`src/rtl/cdr_phase_ctrl.sv`:
```
// Bang-bang CDR phase controller: votes early/late detector samples over fixed windows
// and steps a 10-bit phase-mixer code, with coarse acquisition and fine tracking modes.
module cdr_phase_ctrl #(
    parameter int         VOTE_LEN  = 16,
    parameter int         VOTE_TH   = 4,
    parameter int         STEP_ACQ  = 8,
    parameter int         STEP_TRK  = 1,
    parameter int         LOCK_CNT  = 8,
    parameter int         SLIP_CNT  = 4,
    parameter logic [9:0] INIT_CODE = 10'd0
) (
    input  logic       CLK,
    input  logic       RST,
    input  logic       Enable,
    input  logic       PD_Valid,
    input  logic       UP,
    input  logic       DN,
    output logic [9:0] Code,
    output logic       Code_Update,
    output logic       Locked
);

    localparam int SUM_MAX = (VOTE_LEN > VOTE_TH) ? VOTE_LEN : VOTE_TH;
    localparam int SW      = $clog2(SUM_MAX + 1) + 1;
    localparam int CW      = $clog2(VOTE_LEN + 1);
    localparam int RW      = $clog2(LOCK_CNT + 1);
    localparam int SLW     = $clog2(SLIP_CNT + 1);

    localparam logic signed [SW-1:0] TH_POS = SW'(VOTE_TH);
    localparam logic signed [SW-1:0] TH_NEG = -TH_POS;

    typedef enum logic [1:0] {IDLE, ACQ, TRACK} state_t;
    typedef enum logic [1:0] {DIR_NONE, DIR_UP, DIR_DN} dir_t;

    state_t                state_q, state_d;
    dir_t                  prev_q, prev_d;
    dir_t                  moveDir;
    logic [9:0]            code_q, code_d;
    logic                  upd_q, upd_d;
    logic                  locked_q;
    logic signed [SW-1:0]  sum_q, sum_d;
    logic signed [SW-1:0]  voteInc, sumNext;
    logic [CW-1:0]         cnt_q, cnt_d;
    logic [RW-1:0]         rev_q, rev_d;
    logic [SLW-1:0]        slip_q, slip_d;
    logic [9:0]            step;
    logic                  lastSample;

    assign voteInc    = (UP && !DN) ? SW'(1) : ((DN && !UP) ? {SW{1'b1}} : '0);
    assign sumNext    = sum_q + voteInc;
    assign lastSample = (cnt_q == CW'(VOTE_LEN - 1));
    assign step       = (state_q == TRACK) ? 10'(STEP_TRK) : 10'(STEP_ACQ);

    always_comb begin
        state_d = state_q;
        code_d  = code_q;
        upd_d   = 1'b0;
        sum_d   = sum_q;
        cnt_d   = cnt_q;
        rev_d   = rev_q;
        slip_d  = slip_q;
        prev_d  = prev_q;
        moveDir = DIR_NONE;
        case (state_q)
            IDLE: begin
                if (Enable) begin
                    state_d = ACQ;
                end
            end
            ACQ, TRACK: begin
                if (!Enable) begin
                    state_d = IDLE;
                    sum_d   = '0;
                    cnt_d   = '0;
                    rev_d   = '0;
                    slip_d  = '0;
                end else if (PD_Valid) begin
                    if (lastSample) begin
                        // The closing sample is part of the decision; the next window starts empty.
                        sum_d = '0;
                        cnt_d = '0;
                        if (sumNext >= TH_POS) begin
                            moveDir = DIR_UP;
                        end else if (sumNext <= TH_NEG) begin
                            moveDir = DIR_DN;
                        end
                        if (moveDir != DIR_NONE) begin
                            upd_d  = 1'b1;
                            prev_d = moveDir;
                            code_d = (moveDir == DIR_UP) ? (code_q + step) : (code_q - step);
                            if (state_q == ACQ) begin
                                if ((prev_q != DIR_NONE) && (prev_q != moveDir)) begin
                                    if (int'(rev_q) + 1 >= LOCK_CNT) begin
                                        state_d = TRACK;
                                        rev_d   = '0;
                                    end else begin
                                        rev_d = rev_q + RW'(1);
                                    end
                                end else begin
                                    rev_d = '0;
                                end
                            end else begin
                                if (prev_q == moveDir) begin
                                    if (int'(slip_q) + 1 >= SLIP_CNT) begin
                                        state_d = ACQ;
                                        slip_d  = '0;
                                    end else begin
                                        slip_d = slip_q + SLW'(1);
                                    end
                                end else begin
                                    slip_d = '0;
                                end
                            end
                        end
                    end else begin
                        sum_d = sumNext;
                        cnt_d = cnt_q + CW'(1);
                    end
                end
            end
            default: begin
                state_d = IDLE;
            end
        endcase
    end

    always_ff @(posedge CLK) begin
        if (RST) begin
            state_q  <= IDLE;
            prev_q   <= DIR_NONE;
            code_q   <= INIT_CODE;
            upd_q    <= 1'b0;
            locked_q <= 1'b0;
            sum_q    <= '0;
            cnt_q    <= '0;
            rev_q    <= '0;
            slip_q   <= '0;
        end else begin
            state_q  <= state_d;
            prev_q   <= prev_d;
            code_q   <= code_d;
            upd_q    <= upd_d;
            locked_q <= (state_d == TRACK);
            sum_q    <= sum_d;
            cnt_q    <= cnt_d;
            rev_q    <= rev_d;
            slip_q   <= slip_d;
        end
    end

    assign Code        = code_q;
    assign Code_Update = upd_q;
    assign Locked      = locked_q;

endmodule

```
`config.mk`:
```
export PLATFORM = sky130hd
export DESIGN_NAME = cdr_phase_ctrl
export DESIGN_NICKNAME = d
export VERILOG_FILES = /design/src/rtl/cdr_phase_ctrl.sv
export SDC_FILE = /design/constraint.sdc
export NUM_CORES = 1
export LEC_CHECK = 0
export CORE_ASPECT_RATIO = 1.2
export CORE_UTILIZATION = 58
export DETAILED_ROUTE_END_ITERATION = 7
export GPL_ROUTABILITY_DRIVEN = 0
export GPL_TIMING_DRIVEN = 0
export PLACE_DENSITY = 0.79
export SLEW_MARGIN = 20
export SYNTH_ARGS = -nofsm -noshare
export SYNTH_HDL_FRONTEND = slang
export SYNTH_SLANG_ARGS = --single-unit
```
`constraint.sdc`:
```
create_clock -name CLK -period 6 [get_ports CLK]
set_input_delay 0.9 -clock CLK [delete_from_list [all_inputs] [get_ports CLK]]
set_output_delay 0.9 -clock CLK [all_outputs]
set_load 0.005 [all_outputs]
```
# == Word level (Yosys, flattened, before mapping) ==
# Cells that the tools add are included.
# word_totals
regBits,34
latchBits,0
ramBits,0
mem_bits_ro,0
inputBits,6
out_inout_bits,12
elab_cells,93
memories,0
# op_classes
addsub,8
mul,0
div_mod_pow,0
order_cmp,4
n_eq_ne,12
n_shift,0
n_mux,42
n_bitwise,4
n_reduce_logical,14
# ops
op,count
$mux 2,16
$mux 4,8
$mux 6,5
$mux 3,7
$mux 5,3
$reduce_and 5->1,3
$add 10x4->10,1
$mux 10,1
$sub 10x4->10,1
$ne 2x1->1 const B,4
$add 6x6->6,1
$ge 6x4->1 const B,1
$le 6x3->1 const B,1
$add 4x1->5 const B,1
$add 5x1->5 const B,1
$eq 5x4->1 const B,1
$ge 5x4->1 const B,1
$reduce_or 5->1,1
$add 3x1->4 const B,1
$add 4x1->4 const B,1
$eq 2x1->1 const B,2
$eq 2x2->1 const B,2
$ge 4x3->1 const B,1
$not 1->1,4
other kinds (12),16

# == Longest topological paths before layout ==
# Gate-level depths: netlist (run 1).
# logic_depth
depth_word,22
ltp_mapped,21
mapped_depth_nobuf,21

# == Worst setup path before layout (run 1) ==
# Ideal clock, no wire load.
# synth_path
path_type,input port to flip-flop
from,input UP
to,"register code_q[9], in the netlist Code[9]"
setup_time_ps,116
arrival_ps,4854
required_time_ps,5884
setup_slack_ps,1030
cell_stages,21
n_path_buf,0
cell_sequence,inv_1 ha_1 inv_1 ha_1 ha_1 a21oi_1 o32ai_1 or3_1 a211o_2 and2b_4 inv_1 and2_1 ha_1 a21o_1 a21oi_1 o21ai_0 o41ai_1 o21ai_0 xnor2_1 a21oi_1 a31o_2
# synth_via
elab_chain_cells,14
word_cells_on_any_way,18
classes_between,1 x add/sub; 2 x order compare; 1 x eq/ne; 9 x mux; 5 x reduce/logical
# synth_lines
item,line_no,text
from (decl),16,"input logic UP,"
$logic_not 1->1,49,assign voteInc = (UP && !DN) ? SW'(1) : ((DN && !UP) ? {SW{1'b1}} : '0);
$logic_and 1x1->1,49,
$mux 6,49,
$mux 6 (*),49,
$add 6x6->6 (*),50,assign sumNext = sum_q + voteInc;
$le 6x3->1,84,end else if (sumNext <= TH_NEG) begin
$mux 2,84,
$mux 2 (*),82,if (sumNext >= TH_POS) begin
$mux 2 (*),78,if (lastSample) begin
$mux 2 (*),77,end else if (PD_Valid) begin
$mux 2 (*),71,if (!Enable) begin
$mux 2 (*),64,case (state_q)
$reduce_bool 2->1 or $eq 2x1->1 (tied branches),"87, 90",
$reduce_and 5->1 (no source line) or $mux 10 (tied branches),n/a,
to (signal assigned),141,code_q <= code_d;
to (decl),38,"logic [9:0] code_q, code_d;"
# Mark *: on every way between the ends. The rest lies on a longest branch, timed or not. The select of a mux whose other input is x is not followed.
# A chain may end at the register's enable or synchronous reset.

# == Worst setup path in the final report (run 1) ==
# Ends and elaborated chain as after synthesis.

==> impl_metrics.toml, run 1 <==
[timing]
maxSlewViolCount = 0
setup_viol = 0
timing.slew.headroom_pct = 52.3
setup_ws_ns = 0.444
worst_slew_pin_slew_ns = 0.710
fin_setup_tns_ns = 0
finClkSkew_ns = 0.00598
period_needed_ns = 5.56
hold_ws_ns = 0.447
final_hold_viol_count = 0
fmax_mhz = 180
fin_crit_sh_pct = 92.6
rsz0062_at_grt = "false"

[worst_setup_path]
crit_path_end = "Code[9]"
crit_start = "UP"
r2r_start = "sum_q[1]"
startpoint_type = "primary input"
worstRegToRegCells = 18
arrival_ns = 5.74
critPathCaptureType = "flip-flop"
cp.required_ns = 6.19
r2r_setup_slack_ns = 1.46
path_class = "in2reg"
r2r-end = "Code[9]"
critPathMaxFanout = 9

[placement]
io_buffers = 16
placed_cells = 341
dp_slack_ns = 0.0375
hpwl_um = 3480

[logic_synthesis]
ys_seq_elements = 34
synth_top_area_cell = "dfxtp_1"
syn_avg_cell_area_um2 = 8.60
synth_cells = 273
netlist_area_mm2 = 0.00235
synth_xor_area_share_pct = 5.54
yosysSeqAreaShare_pct = 29.0
synth_edf_count = 0
synth_top_family_by_area = "simple AND/OR/NAND/NOR gates"
yosysMostFrequentCell = "dfxtp_1"
synthDistinctLibCells = 56
synth_ff_type = "dfxtp_1"
synth.area.top_cells = "dfxtp_1 (29%), ha_1 (12%), mux2i_1 (5.5%)"
synth_common_cells = "dfxtp_1 (34), nor2_1 (32), ha_1 (22)"
synth.top_cell.area_share_pct = 29.0
yosysWarnings = 0
synth_compound_area_share_pct = 20.9
async_flop_share_pct = 0
synth.mux.area_fraction_pct = 6.13
yosys.area_share.simple_pct = 21.4
synth_nets = 302
synthAdderAreaFrac_pct = 12.6

[floorplanning]
fp-row-count = 24
dieArea_mm2 = 0.00431
initial_core_util_pct = 62.5
pin_count = 18
fp.dieW_um = 60.1
coreArea_mm2 = 0.00375
chipHeight_um = 71.7

[routing]
ant_nets = 0
vias = 2034
drc = 0
wl_um = 4790
drtIter0Drc = 155
drt-vias-per-instance = 5.83
drt_first_pass_iters = 4
wl_per_cell_um = 13.7

[cells_and_area]
diodes = 0
drive_gt1_share_pct = 9.09
fin_nets = 325
syn_to_final_growth_pct = 14.6
final_cell_count_no_fill = 349

[clock_network]
clk_pin_slew_ns = 0.07
holdBufCountCts = 0
cts_tree = "yes"
htreeDepth = 2
cts_resized = 0
cts_setup_buffers = 0
numCtsBuffers = 5
clock-root-buffer = "clkbuf_8"
worstSkewPairLatency_ns = 0.29
clockBufferDepth = 2
clock_sinks = 34

[global_routing]
grt_pass1_wl_um = 7980
grt_overflow = 0
grtUsageTotal_pct = 24.2
first_global_vias = 1845
grt_max_degree = 12
antenna_found_initial = 0

[min_path]
hp-start = "slip_q[2]"
hold_class = "reg2reg"

[power_and_ir_drop]
leakagePower_nw = 1.07
ir_drop_mv = 0.139
power_density_mw_per_mm2 = 195

[run]
drv_cap = 0

[status]
status = "finished, final reports clean"
[how the worst min path moves through the flow]
stage | end | slack, ns | cells after the start
finish | slip_q[2] | 0.45 | 2
global route | slip_q[2] | 0.49 | 2
CTS | slip_q[2] | 0.45 | 2
detailed placement | slip_q[2] | 0.44 | 2
global placement | slip_q[2] | 0.43 | 2
floorplan | slip_q[2] | 0.42 | 2
[cells by family after synthesis]
logic type	Yosys count
xor+xnor	14
mux	14
simple gates	96
flops	34
fa+ha+maj	23
compound gates	67
buf+inv	25
[through the flow]
| stage | util [%] | cell area, um2 | total power [mW] |
|---|---|---|---|
| global route | 71.6 | 2690 | 0.547 |
| CTS | 71.4 | 2680 | 0.527 |
| finish | 71.6 | 2690 | 0.524 |
| detailed placement | 68.5 | 2570 | 0.317 |
| floorplan | - | 2350 | 0.299 |
| global placement | 68.5 | 2570 | 0.315 |
[where the power goes]
group          internal [mW]  total (mW)  switching, mW
registers              0.228       0.230        0.00229
logic                 0.0334      0.0828         0.0494
clock network          0.122       0.212         0.0894
[area by class of cell]
| class | count | area (um2) |
|---|---|---|
| Buffer | 10 | 48.8 |
| Clock buffer | 5 | 68.8 |
| Clock inverter | 3 | 40.0 |
| Fill cell | 319 | 1060 |
| Inverter | 15 | 56.3 |
| Multi-Input combinational cell | 214 | 1570 |
| Sequential cell | 34 | 681 |
| Tap cell | 52 | 65.1 |
| Timing Repair Buffer | 16 | 160 |
[metal layers]
metal  vias up  global-route usage (%)  share of wire (%)
met5         -                       0                  0
met4         0                    10.1                1.6
met3         6                    4.33                2.8
met2        29                    40.1                 49
met1       969                    30.4                 46
li1       1030                       -                  -
[state kept, by name, summed over array words and instances (netlist names)]
signal and cells:
sum_q 6, cnt_q 5, Locked 1, state_q 2, rev_q 4, prev_q 2, Code_Update 1, Code 10
slip_q 3
[worst max-delay path, stage by stage]
cell and delay, ns:
clkdlybuf4s50_1 0.45, inv_1 0.05, ha_1 0.26, inv_1 0.04
ha_1 0.25, ha_1 0.25, o41ai_1 0.47, o21ai_0 0.21
a211o_2 0.36, and2b_4 0.20, inv_1 0.24, and2_1 0.25
ha_1 0.25, a21o_1 0.15, a21oi_1 0.22, o21ai_0 0.19
o41ai_2 0.31, o21ai_0 0.17, xnor2_1 0.20, a21oi_1 0.09
a31o_2 0.22
[placed cells by master (no fill, tap or decap), types with 3 or more instances in the layout]
cell type / synthesis / final
ha_1: 22 / 22
clkdlybuf4s50_1: 0 / 16
mux2i_1: 13 / 13
nor3b_1: 4 / 4
clkbuf_1: 5 / 5
clkbuf_8: 0 / 5
inv_1: 15 / 15
a22oi_1: 5 / 5
nor3_1: 7 / 7
o21ai_0: 13 / 13
dfxtp_1: 34 / 34
and2_1: 4 / 4
nand3_1: 7 / 7
xor2_1: 5 / 5
or3_1: 3 / 3
nor2_1: 32 / 32
a21o_1: 5 / 5
nand2_1: 13 / 13
nand2b_1: 6 / 6
nor2b_1: 3 / 3
a21oi_1: 19 / 19
xnor2_1: 8 / 8
nand4_1: 4 / 4
Note: power is estimated with default switching activity, not from simulation.
==> inputs of run 2 (changes only) <==
--- a/config.mk
+++ b/config.mk
@@ -11,6 +11,7 @@
 export GPL_ROUTABILITY_DRIVEN = 0
 export GPL_TIMING_DRIVEN = 0
 export PLACE_DENSITY = 0.79
+export RECOVER_POWER = 100
 export SLEW_MARGIN = 20
 export SYNTH_ARGS = -nofsm -noshare
 export SYNTH_HDL_FRONTEND = slang
==> run 2 against run 1 <==
Clock skew is essentially flat; largest power group unchanged; clock-buffer cell count is the same; via count grew 0.20%; flip-flop and latch count is the same; critical path depth is the same; sequential power is essentially flat; largest cell class unchanged; die area is the same; combinational power shrank 4.6%; routed wire length grew 0.33%; maximum frequency shrank 0.79%; power shrank 0.91%; clock power is essentially flat.
==> impl_metrics.toml, run 2 (synthesized netlist as in run 1, its figures left out) <==
[global_routing]
first_global_vias = 1845
grtUsageTotal_pct = 24.2
antenna_found_initial = 0
grt_max_degree = 12
grt_overflow = 0
grt_pass1_wl_um = 7980

[floorplanning]
coreArea_mm2 = 0.00375
fp.dieW_um = 60.1
fp-row-count = 24
chipHeight_um = 71.7
dieArea_mm2 = 0.00431
pin_count = 18
initial_core_util_pct = 62.5

[worst_setup_path]
critPathCaptureType = "flip-flop"
cp.required_ns = 6.18
cp_cell_sequence = "clkdlybuf4s50_1, inv_1, ha_1, inv_1, ha_1, nor3b_1, a2111oi_2, a221oi_1, xnor2_1, and2b_4, inv_1, and2_1, ha_1, a21o_1, a21oi_1, o21ai_0, o41ai_2, o21ai_0, xnor2_1, a21oi_1, a31o_2"
path_class = "in2reg"
arrival_ns = 5.78
slowest_delay_ns = 0.52
critPathMaxFanout = 9
critPathSlowestCell = "a221oi_1"
startpoint_type = "primary input"

[clock_network]
clock-root-buffer = "clkbuf_8"
cts_tree = "yes"
numCtsBuffers = 5
clock_sinks = 34
clockBufferDepth = 2
clk_pin_slew_ns = 0.07
worstSkewPairLatency_ns = 0.29
htreeDepth = 2

[cells_and_area]
diodes = 0
final_cell_count_no_fill = 349
fin_nets = 325
fillers = 327
layout_common_cells = "dfxtp_1 (34), nor2_1 (32), ha_1 (22)"
final_common_cell = "dfxtp_1"
drive_gt1_share_pct = 6.73
syn_to_final_growth_pct = 12.4
largest_register_ffs = 10
final_area_mm2 = 0.00264

[timing]
final_hold_viol_count = 0
setup_viol = 0
fin_setup_tns_ns = 0
timing.slew.headroom_pct = 51.3
period_needed_ns = 5.60
rsz0062_at_grt = "false"
maxSlewViolCount = 0
finClkSkew_ns = 0.00570
fmax_mhz = 179
worst_slew_pin_slew_ns = 0.728
fin_crit_sh_pct = 93.3

[power_and_ir_drop]
internal_power_uw = 381
p_comb_share_pct = 15.2
sw_frac_of_total_pct = 26.6
power_density_mw_per_mm2 = 197
power_frac_clock_pct = 40.6
ir_drop_mv = 0.140
seqPwrFrac_pct = 44.2
p_switching_uw = 138
leakagePower_nw = 1.10

[routing]
vias = 2038
drc = 0
wl_per_cell_um = 13.8
drt_first_pass_iters = 4
drt-vias-per-instance = 5.84
ant_nets = 0
drtIter0Drc = 161
wl_um = 4810

[status]
status = "finished, final reports clean"

[placement]
placed_area_mm2 = 0.00257
placed_cells = 341
io_buffers = 16
hpwl_um = 3480

[min_path]
hold_class = "reg2reg"

[run]
drv_cap = 0
run 2: per-stage QoR:
step	hold slack, ns	total power [mW]	util [%]	setup WS (ns)
CTS	0.448	0.527	71.4	0.332
global route	0.494	0.543	70.3	0.0570
detailed placement	0.435	0.317	68.5	0.0375
global placement	0.433	0.315	68.5	0.0158
finish	0.447	0.520	70.3	0.400
floorplan	0.419	0.299	-	1.03
run 2: layer usage:
metal	global-route usage [%]	vias to the layer above	part of all wire, %
met5	0	-	0
met4	10.1	0	1.5
met3	4.33	5	4.2
met2	40.1	37	49
met1	30.4	967	45
li1	-	1029	-
run 2: power groups by stage:
stage	Combinational, mW	Sequential, mW	Clock [mW]
6_report	0.0790	0.230	0.211
3_5_place_dp	0.0814	0.235	0
2_1_floorplan	0.0645	0.235	0
3_3_place_gp	0.0800	0.235	0
4_1_cts	0.0818	0.230	0.216
5_1_grt	0.0879	0.230	0.225
run 2: area by class of cell:
class | instances | area, um2 | area share (%)
repair buffers | 16 | 160 | 6.07
flip-flops and latches | 34 | 681 | 25.8
clock inverters | 3 | 40.0 | 1.52
plain buffers | 10 | 45.0 | 1.71
clock buffers | 5 | 68.8 | 2.61
multi-input cells | 214 | 1520 | 57.7
inverters | 15 | 56.3 | 2.13
well taps | 52 | 65.1 | 2.47
run 2: worst max-delay path: cells and delay by family:
family,cells,cell delay [ns]
AO/OA/AOI/OAI,9,1.96
AND/OR/NAND/NOR,3,0.82
buffers and inverters,4,0.80
adder cells (fa/ha/maj),3,0.79
XOR/XNOR,2,0.50
run 2: worst paths after layout:
| kind | from | to | slack, ns | depth (start not counted) |
|---|---|---|---|---|
| setup reg to reg | sum_q[1] | Code[9] | 1.46 | 18 |
| hold / removal | slip_q[2] | slip_q[2] | 0.45 | 2 |
| setup / recovery | UP | Code[9] | 0.40 | 21 |
| hold reg to reg | slip_q[2] | slip_q[2] | 0.45 | 2 |
run 2: timing repair:
item                                    CTS  global route
endpoints found under the setup margin    0             1
gates resized for setup                   0             1
setup buffers                             0             0
hold buffers                              0             0
